<file path="config.mk">
export PLATFORM = sky130hd
export DESIGN_NAME = pwm_compare_sequencer
export DESIGN_NICKNAME = d
export VERILOG_FILES = /design/src/rtl/pwm_pkg.sv /design/src/rtl/pwm_seq_step.sv /design/src/rtl/pwm_compare_sequencer.sv
export SDC_FILE = /design/constraint.sdc
export NUM_CORES = 1
export LEC_CHECK = 0
export CAP_MARGIN = 20
export CORE_ASPECT_RATIO = 0.5
export CORE_MARGIN = 4
export CORE_UTILIZATION = 50
export DETAILED_ROUTE_END_ITERATION = 10
export GPL_ROUTABILITY_DRIVEN = 1
export PLACE_DENSITY = 0.72
export SYNTH_ARGS = -nofsm -noshare
export SYNTH_HDL_FRONTEND = slang
export SYNTH_SLANG_ARGS = --single-unit
export TNS_END_PERCENT = 50
</file>
<file path="constraint.sdc">
create_clock -name clk -period 5.4 [get_ports clk]
set_clock_uncertainty 0.05 [all_clocks]
set_input_delay 0.81 -clock clk [delete_from_list [all_inputs] [get_ports clk]]
set_output_delay 0.81 -clock clk [all_outputs]
set_load 0.02 [all_outputs]
</file>
<file path="src/rtl/pwm_pkg.sv">
// rtl/pwm_pkg.sv - shared PWM register map, sweep modes and sequencer state encoding
// Optional feature macro: PWM_SEQ_COMPARE2_EN (adds the COMPARE2 write states).
package pwm_pkg;

    // Register file map. Multi-byte registers occupy addr (LSB) and addr+1 (MSB).
    typedef enum logic [7:0] {
        REG_PERIOD        = 8'h00,
        REG_COUNTER_EN    = 8'h02,
        REG_COMPARE1      = 8'h03,
        REG_COMPARE2      = 8'h05,
        REG_COUNTER_RESET = 8'h07,
        REG_COUNTER_VAL   = 8'h08,
        REG_PRESCALE      = 8'h0A,
        REG_UPNOTDOWN     = 8'h0B,
        REG_PWM_EN        = 8'h0C,
        REG_FUNCTIONS     = 8'h0D
    } reg_addr_t;

    typedef enum logic {
        SEQ_TRIANGLE = 1'b0,
        SEQ_SAWTOOTH = 1'b1
    } seq_mode_t;

    typedef enum logic [2:0] {
        ST_IDLE,
        ST_WAIT,
        ST_CALC,
        ST_WR_LO,
        ST_WR_HI
`ifdef PWM_SEQ_COMPARE2_EN
        ,
        ST_WR2_LO,
        ST_WR2_HI
`endif
    } seq_state_t;

endpackage

</file>
<file path="src/rtl/pwm_seq_step.sv">
// rtl/pwm_seq_step.sv - combinational next-duty / direction calculator for the sweep engine
// Ports:
//   duty, dir_up        current duty value and triangle direction (1 = up)
//   mode                SEQ_TRIANGLE / SEQ_SAWTOOTH
//   seq_lo/hi/step      sweep bounds and increment
//   next_duty/dir_up    value and direction for the next period
module pwm_seq_step
    import pwm_pkg::*;
#(
    parameter int CMP_W = 16
) (
    input  logic [CMP_W-1:0] duty,
    input  logic             dir_up,
    input  logic             mode,
    input  logic [CMP_W-1:0] seq_lo,
    input  logic [CMP_W-1:0] seq_hi,
    input  logic [CMP_W-1:0] seq_step,
    output logic [CMP_W-1:0] next_duty,
    output logic             next_dir_up
);

    // One extra bit so neither sum can wrap around and look small.
    logic [CMP_W:0] up_sum;
    logic [CMP_W:0] lo_plus_step;

    assign up_sum       = {1'b0, duty}   + {1'b0, seq_step};
    assign lo_plus_step = {1'b0, seq_lo} + {1'b0, seq_step};

    always_comb begin
        next_duty   = duty;
        next_dir_up = dir_up;
        if ((seq_step == '0) || (seq_lo >= seq_hi)) begin
            // Degenerate sweep: park on the lower bound.
            next_duty = seq_lo;
        end else if (mode == SEQ_SAWTOOTH) begin
            if (up_sum > {1'b0, seq_hi}) begin
                next_duty = seq_lo;
            end else begin
                next_duty = up_sum[CMP_W-1:0];
            end
        end else if (dir_up) begin
            if (up_sum >= {1'b0, seq_hi}) begin
                next_duty   = seq_hi;
                next_dir_up = 1'b0;
            end else begin
                next_duty = up_sum[CMP_W-1:0];
            end
        end else begin
            if ({1'b0, duty} <= lo_plus_step) begin
                next_duty   = seq_lo;
                next_dir_up = 1'b1;
            end else begin
                next_duty = duty - seq_step;
            end
        end
    end

endmodule

</file>
<file path="src/rtl/pwm_compare_sequencer.sv">
// rtl/pwm_compare_sequencer.sv - register write-port arbiter with per-wrap COMPARE1 duty sweep
// Optional feature macro: PWM_SEQ_COMPARE2_EN (adds seq_width input and COMPARE2 window writes).
// Ports:
//   clk, rst                      clock, synchronous active-high reset
//   host_wr/addr/wdata, host_ack  host write request (held until ack), ack pulse on acceptance
//   seq_start, seq_stop           sweep start / stop pulses
//   seq_mode, seq_lo/hi/step      sweep shape: 0 triangle, 1 sawtooth; bounds; increment
//   period_wrap                   counter wrap pulse, one duty update per wrap
//   bus_wr/addr/wdata             registered register-file write port
//   seq_busy, cur_duty            engine not idle; last duty fully written (LSB+MSB)
module pwm_compare_sequencer
    import pwm_pkg::*;
#(
    parameter int ADDR_W = 6,
    parameter int DATA_W = 8,
    parameter int CMP_W  = 16
) (
    input  logic              clk,
    input  logic              rst,
    input  logic              host_wr,
    input  logic [ADDR_W-1:0] host_addr,
    input  logic [DATA_W-1:0] host_wdata,
    output logic              host_ack,
    input  logic              seq_start,
    input  logic              seq_stop,
    input  logic              seq_mode,
    input  logic [CMP_W-1:0]  seq_lo,
    input  logic [CMP_W-1:0]  seq_hi,
    input  logic [CMP_W-1:0]  seq_step,
`ifdef PWM_SEQ_COMPARE2_EN
    input  logic [CMP_W-1:0]  seq_width,
`endif
    input  logic              period_wrap,
    output logic              bus_wr,
    output logic [ADDR_W-1:0] bus_addr,
    output logic [DATA_W-1:0] bus_wdata,
    output logic              seq_busy,
    output logic [CMP_W-1:0]  cur_duty
);

    seq_state_t        state;
    logic [CMP_W-1:0]  duty;
    logic              dir_up;
    logic              wrap_pend;
    logic              stop_pend;

    logic [CMP_W-1:0]  next_duty;
    logic              next_dir_up;

    logic              host_blocked;
    logic              host_grant;
    logic              eng_issue;
    logic [ADDR_W-1:0] eng_addr;
    logic [DATA_W-1:0] eng_data;

    pwm_seq_step #(
        .CMP_W(CMP_W)
    ) u_step (
        .duty       (duty),
        .dir_up     (dir_up),
        .mode       (seq_mode),
        .seq_lo     (seq_lo),
        .seq_hi     (seq_hi),
        .seq_step   (seq_step),
        .next_duty  (next_duty),
        .next_dir_up(next_dir_up)
    );

`ifdef PWM_SEQ_COMPARE2_EN
    // Upper edge of the moving window, clamped to the sweep ceiling.
    logic [CMP_W:0]   cmp2_sum;
    logic [CMP_W-1:0] cmp2_val;

    assign cmp2_sum = {1'b0, duty} + {1'b0, seq_width};
    assign cmp2_val = (cmp2_sum > {1'b0, seq_hi}) ? seq_hi : cmp2_sum[CMP_W-1:0];
`endif

    // Once the LSB has gone out the rest of the group may not be split by the host.
    always_comb begin
        host_blocked = (state == ST_WR_HI);
`ifdef PWM_SEQ_COMPARE2_EN
        host_blocked = host_blocked || (state == ST_WR2_LO) || (state == ST_WR2_HI);
`endif
    end

    assign host_grant = host_wr && !host_blocked;
    assign host_ack   = host_grant && !rst;
    assign seq_busy   = (state != ST_IDLE);

    always_comb begin
        eng_issue = 1'b0;
        eng_addr  = '0;
        eng_data  = '0;
        case (state)
            ST_WR_LO: begin
                // The host has priority here; the pair only starts on a free cycle.
                eng_issue = !host_wr;
                eng_addr  = ADDR_W'(REG_COMPARE1);
                eng_data  = duty[DATA_W-1:0];
            end
            ST_WR_HI: begin
                eng_issue = 1'b1;
                eng_addr  = ADDR_W'(REG_COMPARE1) + ADDR_W'(1);
                eng_data  = duty[CMP_W-1 -: DATA_W];
            end
`ifdef PWM_SEQ_COMPARE2_EN
            ST_WR2_LO: begin
                eng_issue = 1'b1;
                eng_addr  = ADDR_W'(REG_COMPARE2);
                eng_data  = cmp2_val[DATA_W-1:0];
            end
            ST_WR2_HI: begin
                eng_issue = 1'b1;
                eng_addr  = ADDR_W'(REG_COMPARE2) + ADDR_W'(1);
                eng_data  = cmp2_val[CMP_W-1 -: DATA_W];
            end
`endif
            default: begin
                eng_issue = 1'b0;
            end
        endcase
    end

    always_ff @(posedge clk) begin
        if (rst) begin
            state     <= ST_IDLE;
            duty      <= '0;
            dir_up    <= 1'b1;
            wrap_pend <= 1'b0;
            stop_pend <= 1'b0;
            cur_duty  <= '0;
            bus_wr    <= 1'b0;
            bus_addr  <= '0;
            bus_wdata <= '0;
        end else begin
            bus_wr <= host_grant || eng_issue;
            if (host_grant) begin
                bus_addr  <= host_addr;
                bus_wdata <= host_wdata;
            end else if (eng_issue) begin
                bus_addr  <= eng_addr;
                bus_wdata <= eng_data;
            end else begin
                bus_addr  <= '0;
                bus_wdata <= '0;
            end

            // Wraps seen while busy collapse into a single deferred update.
            if (period_wrap && (state != ST_IDLE) && (state != ST_WAIT)) begin
                wrap_pend <= 1'b1;
            end

            case (state)
                ST_IDLE: begin
                    if (seq_start && !seq_stop) begin
                        duty      <= seq_lo;
                        dir_up    <= 1'b1;
                        wrap_pend <= 1'b0;
                        stop_pend <= 1'b0;
                        state     <= ST_WR_LO;
                    end
                end
                ST_WAIT: begin
                    if (seq_stop) begin
                        wrap_pend <= 1'b0;
                        state     <= ST_IDLE;
                    end else if (period_wrap || wrap_pend) begin
                        wrap_pend <= 1'b0;
                        state     <= ST_CALC;
                    end
                end
                ST_CALC: begin
                    if (seq_stop) begin
                        wrap_pend <= 1'b0;
                        state     <= ST_IDLE;
                    end else begin
                        duty   <= next_duty;
                        dir_up <= next_dir_up;
                        state  <= ST_WR_LO;
                    end
                end
                ST_WR_LO: begin
                    // A stop here is remembered so the pair still completes.
                    if (seq_stop) begin
                        stop_pend <= 1'b1;
                    end
                    if (!host_wr) begin
                        state <= ST_WR_HI;
                    end
                end
                ST_WR_HI: begin
                    cur_duty <= duty;
`ifdef PWM_SEQ_COMPARE2_EN
                    if (seq_stop) begin
                        stop_pend <= 1'b1;
                    end
                    state <= ST_WR2_LO;
`else
                    if (stop_pend || seq_stop) begin
                        stop_pend <= 1'b0;
                        wrap_pend <= 1'b0;
                        state     <= ST_IDLE;
                    end else begin
                        state <= ST_WAIT;
                    end
`endif
                end
`ifdef PWM_SEQ_COMPARE2_EN
                ST_WR2_LO: begin
                    if (seq_stop) begin
                        stop_pend <= 1'b1;
                    end
                    state <= ST_WR2_HI;
                end
                ST_WR2_HI: begin
                    if (stop_pend || seq_stop) begin
                        stop_pend <= 1'b0;
                        wrap_pend <= 1'b0;
                        state     <= ST_IDLE;
                    end else begin
                        state <= ST_WAIT;
                    end
                end
`endif
                default: begin
                    state <= ST_IDLE;
                end
            endcase
        end
    end

endmodule

</file>
# --- Yosys cells after proc, flatten, opt, wreduce, memory -nomap -nowiden ---
# Cells that the tools add are included.
# W data, S select, Z words.
word_totals:
  ff_bits: 53
classes:
  add_sub_neg: 3
  n_lt_le_gt_ge: 4
  n_eq_ne: 13
  mux: 42
  reduce_logical: 22
ops:
  columns: ["op", "n"]
  rows:
  - ["$mux W16", 8]
  - ["$add A16 B16 Y17", 2]
  - ["$pmux W16 S2", 1]
  - ["$ge A17 B16 Y1", 1]
  - ["$gt A17 B16 Y1", 1]
  - ["$le A16 B17 Y1", 1]
  - ["$mux W1", 17]
  - ["$ge A16 B16 Y1", 1]
  - ["$logic_not A16 Y1", 1]
  - ["$mux W8", 2]
  - ["$pmux W8 S2", 1]
  - ["$sub A16 B16 Y16", 1]
  - ["$mux W3", 5]
  - ["$pmux W3 S5", 1]
  - ["$ne A2 B2 Y1 const B", 6]
  - ["$eq A3 B2 Y1 const B", 2]
  - ["$mux W6", 1]
  - ["$pmux W3 S2", 1]
  - ["$reduce_and A3 Y1", 2]
  - ["$reduce_bool A3 Y1", 2]
  - ["$logic_and A1 B1 Y1", 5]
  - ["$reduce_and A5 Y1", 1]
  - ["$logic_not A1 Y1", 4]
  - ["$logic_or A1 B1 Y1", 4]
  - ["other kinds (12)", 13]

# --- Longest topological paths before layout ---
# Gate-level depths: netlist of run 1.
depth:
  word_depth: 8
  depth_mapped: 21

# --- Modules after synthesis ---
# From an unflattened synthesis of run 1, not the netlist that was laid out.
hier_totals:
  cells_unflattened: 812
  hier_area_um2: 6251.0
modules_own_cells:
  columns: ["module", "instances", "cells_each", "area_per_inst_um2", "seq_area_each_um2"]
  rows:
  - ["pwm_seq_step", 1, 566, 4105.2, 0.0]
  - ["pwm_compare_sequencer", 1, 246, 2145.8, 1061.0]

# --- Least setup slack after synthesis of run 1 ---
# No wires, ideal clock.
synth_path:
  path_type: "in2reg"
  startpoint: "input port seq_step[4]"
  endpoint: "register duty[7]"
  setup_time_ps: 134
  arrival_time_ps: 4480
  required_ps: 5216
  setup_slack_ps: 736
  stages: 19
  path_buffers: 2
  path_cell_list: "inv_1 ha_1 buf_2 nor2_1 a21oi_1 nand3_1 a311oi_2 o31ai_1 xor2_1 ha_1 nand2_1 or3_1 o311a_1 nor2_1 or2_1 buf_2 mux2_2 a221oi_1 a211oi_1"
synth_via:
  elab_chain_len: 8
  elab_cells_between_ends: 16
synth_lines:
  columns: ["item", "line_no", "source"]
  rows:
  - ["start, declared", "pwm_compare_sequencer.sv:29", "input logic [CMP_W-1:0] seq_step,"]
  - ["$add A16 B16 Y17, on equally long branches", "pwm_seq_step.sv:27, pwm_seq_step.sv:26", null]
  - ["$le A16 B17 Y1 / $ge A17 B16 Y1 (equally long branches)", "pwm_seq_step.sv:49, pwm_seq_step.sv:42", null]
  - ["$mux W16, on equally long branches", "pwm_seq_step.sv:49, pwm_seq_step.sv:42", null]
  - ["$mux W16", "pwm_seq_step.sv:41", "end else if (dir_up) begin"]
  - ["$mux W16", "pwm_seq_step.sv:35", "end else if (mode == SEQ_SAWTOOTH) begin"]
  - ["$mux W16 *", "pwm_seq_step.sv:32", "if ((seq_step == '0) || (seq_lo >= seq_hi)) begin"]
  - ["$mux W16 *", "pwm_compare_sequencer.sv:173", "if (seq_stop) begin"]
  - ["$pmux W16 S2 *", "pwm_compare_sequencer.sv:153", "case (state)"]
  - ["end signal, assigned", "pwm_compare_sequencer.sv:156", "duty <= seq_lo;"]
  - ["end signal, assigned", "pwm_compare_sequencer.sv:177", "duty <= next_duty;"]
  - ["end, declared", "pwm_compare_sequencer.sv:42", "logic [CMP_W-1:0] duty;"]
# Mark *: on every way between the ends. The rest lies on a longest branch, timed or not. The select of a mux whose other input is x is not followed.
# A chain may end at the register's enable or synchronous reset.

# --- Worst setup path after layout of run 1 ---
layout_path:
  startpoint: "input port seq_step[2]"
  endpoint: "register duty[12]"
# Same word-level chain as after synthesis.

==> results.md, run 1 <==
* Outcome: finished, final reports clean
* CP top delay family: compound AO/OA/AOI/OAI gates
* Largest net degree at the start of global routing at 44
* I/O Buffers at 101
* Post-DR vias/cell at 6.062
* Wirelength per Cell at 19.56 um
* Post-layout min period at 5.215 ns
* Antenna Cells at 0
* Area grow syn2layout at 26.69%
* RSZ-0062 raised after global routing: true
* CTS Root Cell: clkbuf_16
* Post-synth EDFFs at 0
* Tcrit/Tclk final at 0.9658
* Syn Area/Cell at 7.637 um2
* CP Cell Sequence: clkdlybuf4s50_1 -> inv_1 -> ha_1 -> nor3_1 -> o21ai_1 -> nand3_1 -> a311oi_2 -> o31ai_1 -> xor2_1 -> ha_1 -> a211oi_1 -> o211ai_1 -> a31oi_1 -> o311a_1 -> or3b_1 -> buf_12 -> mux2_4 -> a221oi_1 -> a211oi_1
* Crit path kind: in -> reg
* Critical Path Source Type: input pin
* Sink Count at 53
* Yosys reg bits at 53
* CP required at 5.53 ns
* Cell Rows at 28
* CP max stage delay at 0.57 ns
* FILL cells at 1084
* Slowest CP cell: clkdlybuf4s50_1
* Initial antenna violation count at 0
* DRT Wirelength at 22030 um
* Final count of pins violating max slew at 0
* Max-Cap Viols at 0
* Max Freq at 191.8 MHz
* Global route overflow at 0
* Async set-reset flop share out of synthesis at 0
* DPL Wire Length at 17710 um
* Synth cell types at 68
* CTS H-tree lvls at 2
* VDD IR max at 215.6 uV
* Drt first pass iters at 6
* Clock transition at path regs at 0.09 ns
* Die area at 14650 um2
* Total GRT Usage at 0.2916
* Routability cong. at 1.010
* Slew HR at 0.3416
* TritonCTS buffer count at 5
* Post-CTS Hold Fix Bufs at 0
* Clk Latency, worst-skew pair at 0.31 ns
* Die Span Y at 87.62 um
* WP data arrival at 5.35 ns
* Largest cells by area after synthesis: ha_1 (19%), dfxtp_1 (17%), a21oi_1 (5.7%)
* Design area at 8030 um2
* Setup slack after layout at 0.1849 ns
* Routed Antenna Nets at 0
* Placed cell count at 1116
* Hold crit path type: reg -> reg
* Cell taking the most area after synthesis: ha_1
* Placed Area at 7853 um2
* Post-synthesis sequential area ratio at 0.1674
* PD cells at 357.5 nW/um2
* Starting density of the core at 0.5244
* Area share of the largest cell type after synthesis at 0.1875
* Die Wd at 167.2 um
* Longest Clk Path Bufs at 2
* Finished Core Util at 0.6644
* Dpl ws at -0.1098 ns
* Area of the multi-input gates at 4893 um2
* CTS tree: done
* Post-route DRC violation count at 0
* Leak pwr at 3.490 nW
* Synthesized instance count at 830
* IO Count at 102
* Synth warn at 0
* Vias in the first global route at 6288
* Post-synthesis net count at 997
* Final Hold Vio Count at 0
* Final net count at 1127
* Max FO, Critical Path at 19
* Non-filler cells, final at 1126
* CORE AREA at 12090 um2
* Seq. cell area at 1061 um2
* Initial DRC count at 680
* Ys flop type: dfxtp_1
* Bufs and invs on worst path at 3
* Layout cells sized above 1 at 0.1113
* Setup violators final at 0
* Worst-Margin Slew at 0.9845 ns
* First-pass GRT wire length at 33950 um
* Crit end category: flop
* Total power at 2.871 mW
* Vias at 6826
* Post-synth design cell area at 6339 um2
flip-flops by register name, summed over array words and instances (netlist names):
signal     flops
bus_addr       6
bus_wr         1
dir_up         1
stop_pend      1
duty          16
state          3
cur_duty      16
wrap_pend      1
bus_wdata      8
synth_stat cells (17+ instances only):
cell type and number:
ha_1 95, nand2_1 81, a21oi_1 72, inv_1 58, nor2_1 55, dfxtp_1 53, o21ai_0 53, clkbuf_1 28
nor3_1 26, a211oi_1 21, xnor2_1 20, mux2_2 17, nand3_1 17
per-layer routing:
metal / vias up / global-route usage / routed length (um)
met3: 9 / 0.05816 / 2237
li1: 3303 / - / -
met1: 3175 / 0.4581 / 11190
met5: - / 0 / 0
met2: 339 / 0.4142 / 8491
met4: 0 / 0.04566 / 108
final cells by class:
type	instances	area share
flip-flops and latches	53	0.1321
multi-input cells	679	0.6094
clock inverters	3	0.003116
repair buffers	163	0.1870
clock buffers	5	0.01558
well taps	165	0.02571
inverters	58	0.02711
path summary, 6_finish.rpt:
| check | startpoint | slack [ns] | depth (start not counted) | to |
|---|---|---|---|---|
| worst max-delay path | seq_step[2] | 0.18 | 19 | duty[12] |
| worst min-delay path | cur_duty[9] | 0.41 | 2 | cur_duty[9] |
| worst max register to register | duty[2] | 0.69 | 17 | duty[12] |
| worst min register to register | cur_duty[9] | 0.41 | 2 | cur_duty[9] |
worst register-to-register path: cells and delay by family, from the launching register on:
| kind | cells | cell delay (ns) |
|---|---|---|
| AOI/OAI and AO/OA | 9 | 1.68 |
| adders and majority gates | 2 | 0.72 |
| and+or+nand+nor | 3 | 0.69 |
| DFF | 1 | 0.62 |
| xor gates and xnor gates | 1 | 0.36 |
| muxes | 1 | 0.30 |
| buffers and inverters | 1 | 0.18 |
layout by cell type, fill, tap and decap left out, types with 10 or more instances in the layout:
cell type        synthesis  routed
xor2_1                  16      16
and3_1                  13      13
nor2_1                  55      55
o21ai_0                 53      52
dfxtp_1                 53      53
nand3_1                 17      17
o21bai_1                10      10
o211ai_1                11      11
or3_1                   15      15
nor3_1                  26      25
a211oi_1                21      20
nand2b_1                13      13
buf_4                    2      60
ha_1                    95      95
nor2b_1                 10      10
a21oi_1                 72      72
nor4_1                  11      10
xnor2_1                 20      20
nand2_1                 81      81
mux2_2                  17      17
clkdlybuf4s50_1          0     101
inv_1                   58      58
logic make-up (layout without fill, tap and decap cells):
family	count (synthesis)	count (layout)	synth area share
multiplexers	30	30	0.05389
AO/OA/AOI/OAI	250	250	0.2641
XOR/XNOR	36	36	0.04974
buffers and inverters	98	229	0.06356
flip-flops	53	53	0.1674
adder cells (fa/ha/maj)	99	99	0.1986
AND/OR/NAND/NOR	264	264	0.2027
metrics by stage:
| step | hold slack, ns | setup TNS, ns |
|---|---|---|
| floorplan | 0.4199 | 0 |
| global placement | 0.3920 | -0.04077 |
| detailed placement | 0.3994 | -0.7557 |
| global route | 0.4319 | -0.01373 |
| CTS | 0.4099 | 0 |
| finish | 0.4075 | 0 |
where the power goes:
group          internal [mW]  switching, mW  leakage, nW
registers              0.442          0.128        0.433
logic                  0.905           1.04         2.99
clock network          0.176          0.183       0.0704
timing repair:
item	in CTS	in global routing
gates resized for setup	0	7
endpoints found under the setup margin	0	13
buffers inserted	0	2
(Power assumes the default switching activity.)
==> inputs of run 2 (changes only) <==
--- a/config.mk
+++ b/config.mk
@@ -9,6 +9,7 @@
 export CORE_ASPECT_RATIO = 0.5
 export CORE_MARGIN = 4
 export CORE_UTILIZATION = 50
+export CTS_BUF_LIST = sky130_fd_sc_hd__clkbuf_8
 export DETAILED_ROUTE_END_ITERATION = 10
 export GPL_ROUTABILITY_DRIVEN = 1
 export PLACE_DENSITY = 0.72
==> run 2 against run 1 <==
Total power fell by 3.5%. Count of clock-buffer cells in the layout did not move. Via count fell by 0.54%. Global-route usage fell by 0.16 points. Critical endpoint unchanged.
==> results.md, run 2 (synthesis results as in run 1) <==
* Max Freq at 193.7 MHz
* M2 GR Usage at 0.4131
* Longest Clk Path Bufs at 2
* CTS Root Cell: clkbuf_8
* I/O Buffers at 101
* WP data arrival at 5.33 ns
* Tcrit/Tclk final at 0.9558
* Met1 usage at 0.4573
* Clk Latency, worst-skew pair at 0.34 ns
* Most frequent cells in the layout: clkdlybuf4s50_1 (101), ha_1 (95), nand2_1 (81), a21oi_1 (72)
* Final net count at 1125
* Total power at 2.769 mW
* Starting density of the core at 0.5244
* Crit end category: flop
* Final Hold Vio Count at 0
* Wirelength per Cell at 19.53 um
* Post-layout min period at 5.162 ns
* DPL Wire Length at 17710 um
* Worst-Margin Slew at 0.9719 ns
* Met3 usage at 0.05726
* VDD IR max at 223.9 uV
* TritonCTS buffer count at 5
* Layout cells sized above 1 at 0.1074
* Setup slack after layout at 0.2384 ns
* Die Wd at 167.2 um
* Total GRT Usage at 0.2901
* CP required at 5.57 ns
* Routed Antenna Nets at 0
* CTS tree: done
* Top Registers: cur_duty x16, duty x16, bus_wdata x8
* Die Span Y at 87.62 um
* Max FO, Critical Path at 19
* Final count of pins violating max slew at 0
* Post-CTS Hold Fix Bufs at 0
* Crit path kind: in -> reg
* Vias in the first global route at 6271
* Commonest non-fill, non-tap cell in the layout: clkdlybuf4s50_1
* CTS H-tree lvls at 2
* Initial DRC count at 643
* First-pass GRT wire length at 33810 um
* Global route overflow at 0
* Clock transition at path regs at 0.13 ns
* Drt first pass iters at 5
* Dpl ws at -0.1098 ns
* Vias at 6789
* Hold crit path type: reg -> reg
* Post-CTS Setup Bufs at 0
* CORE AREA at 12090 um2
* GR peak layer: met1
* Largest net degree at the start of global routing at 44
* IO Count at 102
* Antenna Cells at 0
* Max-Cap Viols at 0
* Initial antenna violation count at 0
* Outcome: finished, final reports clean
* Area grow syn2layout at 25.40%
* Critical Path Source Type: input pin
* Post-route DRC violation count at 0
* RSZ-0062 raised after global routing: true
* DRT Wirelength at 21950 um
* Sink Count at 53
* Post-DR vias/cell at 6.040
* Routability cong. at 1.010
* Cell Rows at 28
* Slew HR at 0.3500
* PD cells at 348.3 nW/um2
* Die area at 14650 um2
* Setup violators final at 0
* Leak pwr at 3.453 nW
## run 2: changes by cell type in the layout (fill, tap and decap cells not counted), sizes merged
cell	delta
buf	-2
## run 2: final timing paths
path	from	endpoint	slack [ns]	cells past startpoint
hold reg to reg	cur_duty[9]	cur_duty[9]	0.41	2
setup / recovery	seq_step[2]	duty[12]	0.24	19
setup reg to reg	duty[2]	duty[12]	0.71	17
hold / removal	cur_duty[9]	cur_duty[9]	0.41	2
## run 2: stage by stage
step	area, um2	cells	hold slack [ns]	util	setup TNS [ns]
floorplan	6339	830	0.4199	-	0
global placement	7853	1116	0.3920	0.6497	-0.04077
detailed placement	7853	1116	0.3994	0.6497	-0.7557
CTS	7946	1124	0.4153	0.6575	0
global route	7949	1124	0.4371	0.6577	-0.03489
finish	7949	1124	0.4133	0.6577	0
## run 2: area by class of cell
cell class              count  area [um2]
well taps                 165       206.4
multi-input cells         679        4883
clock inverters             3       25.02
flip-flops and latches     53        1061
inverters                  58       217.7
clock buffers               5       68.82
repair buffers            161        1486
fillers                  1095        4138
## run 2: repair_timing
action	in CTS	in global routing
resized for setup	0	4
setup endpoints to repair	0	12
hold endpoints to repair	0	0
## run 2: power breakdown
| group | internal (mW) | switching (mW) |
|---|---|---|
| sequential | 0.442 | 0.128 |
| combinational | 0.899 | 1.03 |
| clock | 0.0948 | 0.174 |
## run 2: metal layers
| metal | vias to the layer above | wire length, um |
|---|---|---|
| met5 | - | 0 |
| met4 | 0 | 138 |
| met3 | 14 | 2297 |
| met2 | 314 | 8427 |
| met1 | 3163 | 11080 |
| li1 | 3298 | - |
## run 2: critical path, stage by stage
cell,delay (ns)
clkdlybuf4s50_1,0.56
inv_1,0.07
ha_1,0.37
nor3_1,0.14
o21ai_0,0.13
nand3_1,0.16
a311oi_2,0.16
o31ai_1,0.30
xor2_1,0.35
ha_1,0.33
a211oi_1,0.21
o211ai_1,0.12
a31oi_1,0.18
o311a_1,0.20
or3b_1,0.39
buf_12,0.18
mux2_4,0.30
a221oi_1,0.27
a211oi_1,0.11
==> inputs of run 3 (changes only) <==
--- a/config.mk
+++ b/config.mk
@@ -8,11 +8,11 @@
 export CAP_MARGIN = 20
 export CORE_ASPECT_RATIO = 0.5
 export CORE_MARGIN = 4
-export CORE_UTILIZATION = 50
+export CORE_UTILIZATION = 32
 export CTS_BUF_LIST = sky130_fd_sc_hd__clkbuf_8
 export DETAILED_ROUTE_END_ITERATION = 10
 export GPL_ROUTABILITY_DRIVEN = 1
-export PLACE_DENSITY = 0.72
+export PLACE_DENSITY = 0.49
 export SYNTH_ARGS = -nofsm -noshare
 export SYNTH_HDL_FRONTEND = slang
 export SYNTH_SLANG_ARGS = --single-unit
==> run 3 against run 2 <==
Wire length grew 12%. Core utilization shrank 23 points. Total power grew 4.7%. Sequential cell count is the same. Hold slack lost 0.0044 ns. Global-route usage shrank 7.5 points. Maximum frequency grew 0.91%. Cell count grew 11%. Clock power is essentially flat. Register-to-register slack is essentially flat. Non-clock buffer count grew 28. Critical path type unchanged. Highest routed layer unchanged.
==> results.md, run 3 (synthesis results as in run 1) <==
* Psw at 1.386 mW
* Routability cong. at 0.9717
* DRT Wirelength at 24510 um
* Routed Antenna Nets at 0
* Logic pwr share at 0.716
* Top routing layer in use: met4
* IO Count at 102
* Slew HR at 0.2810
* Max FO, Critical Path at 19
* Initial antenna violation count at 1
* Leak pwr at 3.592 nW
* Hold crit path type: reg -> reg
* Layout cells sized above 1 at 0.1348
* WP data arrival at 5.28 ns
* PD cells at 348.9 nW/um2
* CP Cell Sequence: clkdlybuf4s50_1 -> inv_1 -> ha_1 -> nor2b_1 -> o21ai_1 -> nand3_1 -> a311oi_4 -> o31ai_1 -> xor2_1 -> ha_1 -> a211oi_1 -> o211ai_1 -> a31oi_1 -> o311a_1 -> or3b_1 -> buf_12 -> mux2_4 -> a221oi_2 -> a211oi_1
* Non-filler cells, final at 1253
* P_int at 1.512 mW
* Sink Count at 53
* I/O Buffers at 101
* Max Freq at 195.5 MHz
* Most frequent cells in the layout: clkdlybuf4s50_1 (101), ha_1 (95), buf_4 (86), nand2_1 (81), a21oi_1 (72)
* Sw Ratio at 0.4783
* Die area at 22260 um2
* Tcrit/Tclk final at 0.9472
* Sequential fraction of design power at 0.191
* Wirelength per Cell at 19.56 um
* Max-Cap Viols at 0
* CTS H-tree lvls at 2
* Post-layout min period at 5.115 ns
* Crit end category: flop
* FILL cells at 1999
* Hold_ws at 0.4089 ns
* Clock transition at path regs at 0.13 ns
* DPL Wire Length at 20050 um
* Final count of pins violating max slew at 0
* Dpl ws at -0.2080 ns
* Vias at 6741
* RSZ-0062 raised after global routing: false
* Worst-Margin Slew at 1.075 ns
* Seq. cell area at 1061 um2
* Final Hold Vio Count at 0
* Global route overflow at 0
* Post-DR vias/cell at 5.380
* Largest net degree at the start of global routing at 43
* CTS Root Cell: clkbuf_8
* CTS tree: done
* VDD IR max at 131.1 uV
* Die Wd at 207.0 um
* Die Span Y at 107.5 um
* CP max stage delay at 0.57 ns
* DR WL met2 at 9624 um
* Clk Latency, worst-skew pair at 0.35 ns
* Top Registers: cur_duty x16, duty x16, bus_wdata x8
* TritonCTS buffer count at 5
* CORE AREA at 19460 um2
* Critical Path Source Type: input pin
* Starting density of the core at 0.3257
* Commonest non-fill, non-tap cell in the layout: clkdlybuf4s50_1
* Clock share of power at 0.093
* Drt first pass iters at 6
* Vias in the first global route at 6570
* WL met3 at 2199 um
* Met1 WL at 12560 um
* Setup violators final at 0
* Finished Core Util at 0.4270
* Initial DRC count at 512
* Area of the multi-input gates at 4906 um2
* Placed cell count at 1244
* Longest Clk Path Bufs at 2
* Final net count at 1153
* Setup slack after layout at 0.2852 ns
* Total GRT Usage at 0.2147
* Outcome: finished, final reports clean
* Cell Rows at 36
* Antenna Cells at 0
* Crit path kind: in -> reg
* CP required at 5.57 ns
* Area grow syn2layout at 31.09%
* Slowest CP cell: clkdlybuf4s50_1
* First-pass GRT wire length at 37650 um
* Post-route DRC violation count at 0
## run 3: path summary, 6_finish.rpt
path                                    from            to  slack [ns]  cells after the start
worst max-delay path             seq_step[1]      duty[12]        0.29                     19
worst min-delay path            cur_duty[11]  cur_duty[11]        0.41                      2
worst max register to register       duty[3]      duty[12]        0.70                     17
worst min register to register  cur_duty[11]  cur_duty[11]        0.41                      2
## run 3: worst max-delay path, delay by kind of cell
family / cells / cell delay (ns)
muxes: 1 / 0.30
and+or+nand+nor: 3 / 0.66
buffers and inverters: 3 / 0.82
xor gates and xnor gates: 1 / 0.26
AOI/OAI and AO/OA: 9 / 1.81
adders and majority gates: 2 / 0.59
## run 3: power groups by stage
| stage | Sequential [mW] | Clock [mW] | Combinational [mW] |
|---|---|---|---|
| final | 0.554 | 0.269 | 2.08 |
| after floorplan | 0.512 | 0 | 1.31 |
| after detailed placement | 0.561 | 0 | 2.01 |
| after CTS | 0.552 | 0.281 | 2.03 |
| after global placement | 0.562 | 0 | 2.00 |
| after global routing | 0.561 | 0.293 | 2.28 |
## run 3: metal layers
| layer | vias to the layer above | global-route usage |
|---|---|---|
| met5 | - | 0 |
| met1 | 3134 | 0.3270 |
| met4 | 0 | 0.02027 |
| met3 | 11 | 0.05415 |
| li1 | 3350 | - |
| met2 | 246 | 0.3128 |
## run 3: area by class of cell
| cell class | instances | area share |
|---|---|---|
| Sequential cell | 53 | 0.1277 |
| Inverter | 58 | 0.02620 |
| Timing Repair Buffer | 189 | 0.2042 |
| Clock inverter | 3 | 0.003162 |
| Multi-Input combinational cell | 679 | 0.5904 |
| Tap cell | 266 | 0.04005 |
| Clock buffer | 5 | 0.008282 |
## run 3: per-stage QoR
stage	TNS [ns]	cell area, um2	total power, mW
finish	0	8309	2.899
CTS	0	8277	2.863
detailed placement	-1.280	8182	2.574
floorplan	0	6339	1.827
global placement	-0.2034	8182	2.565
global route	0	8309	3.130
## run 3: timing repair
| action | in CTS | in global routing |
|---|---|---|
| gates resized for setup | 0 | 6 |
| buffers inserted | 0 | 1 |
| endpoints found under the setup margin | 0 | 12 |
| hold buffers | 0 | 0 |
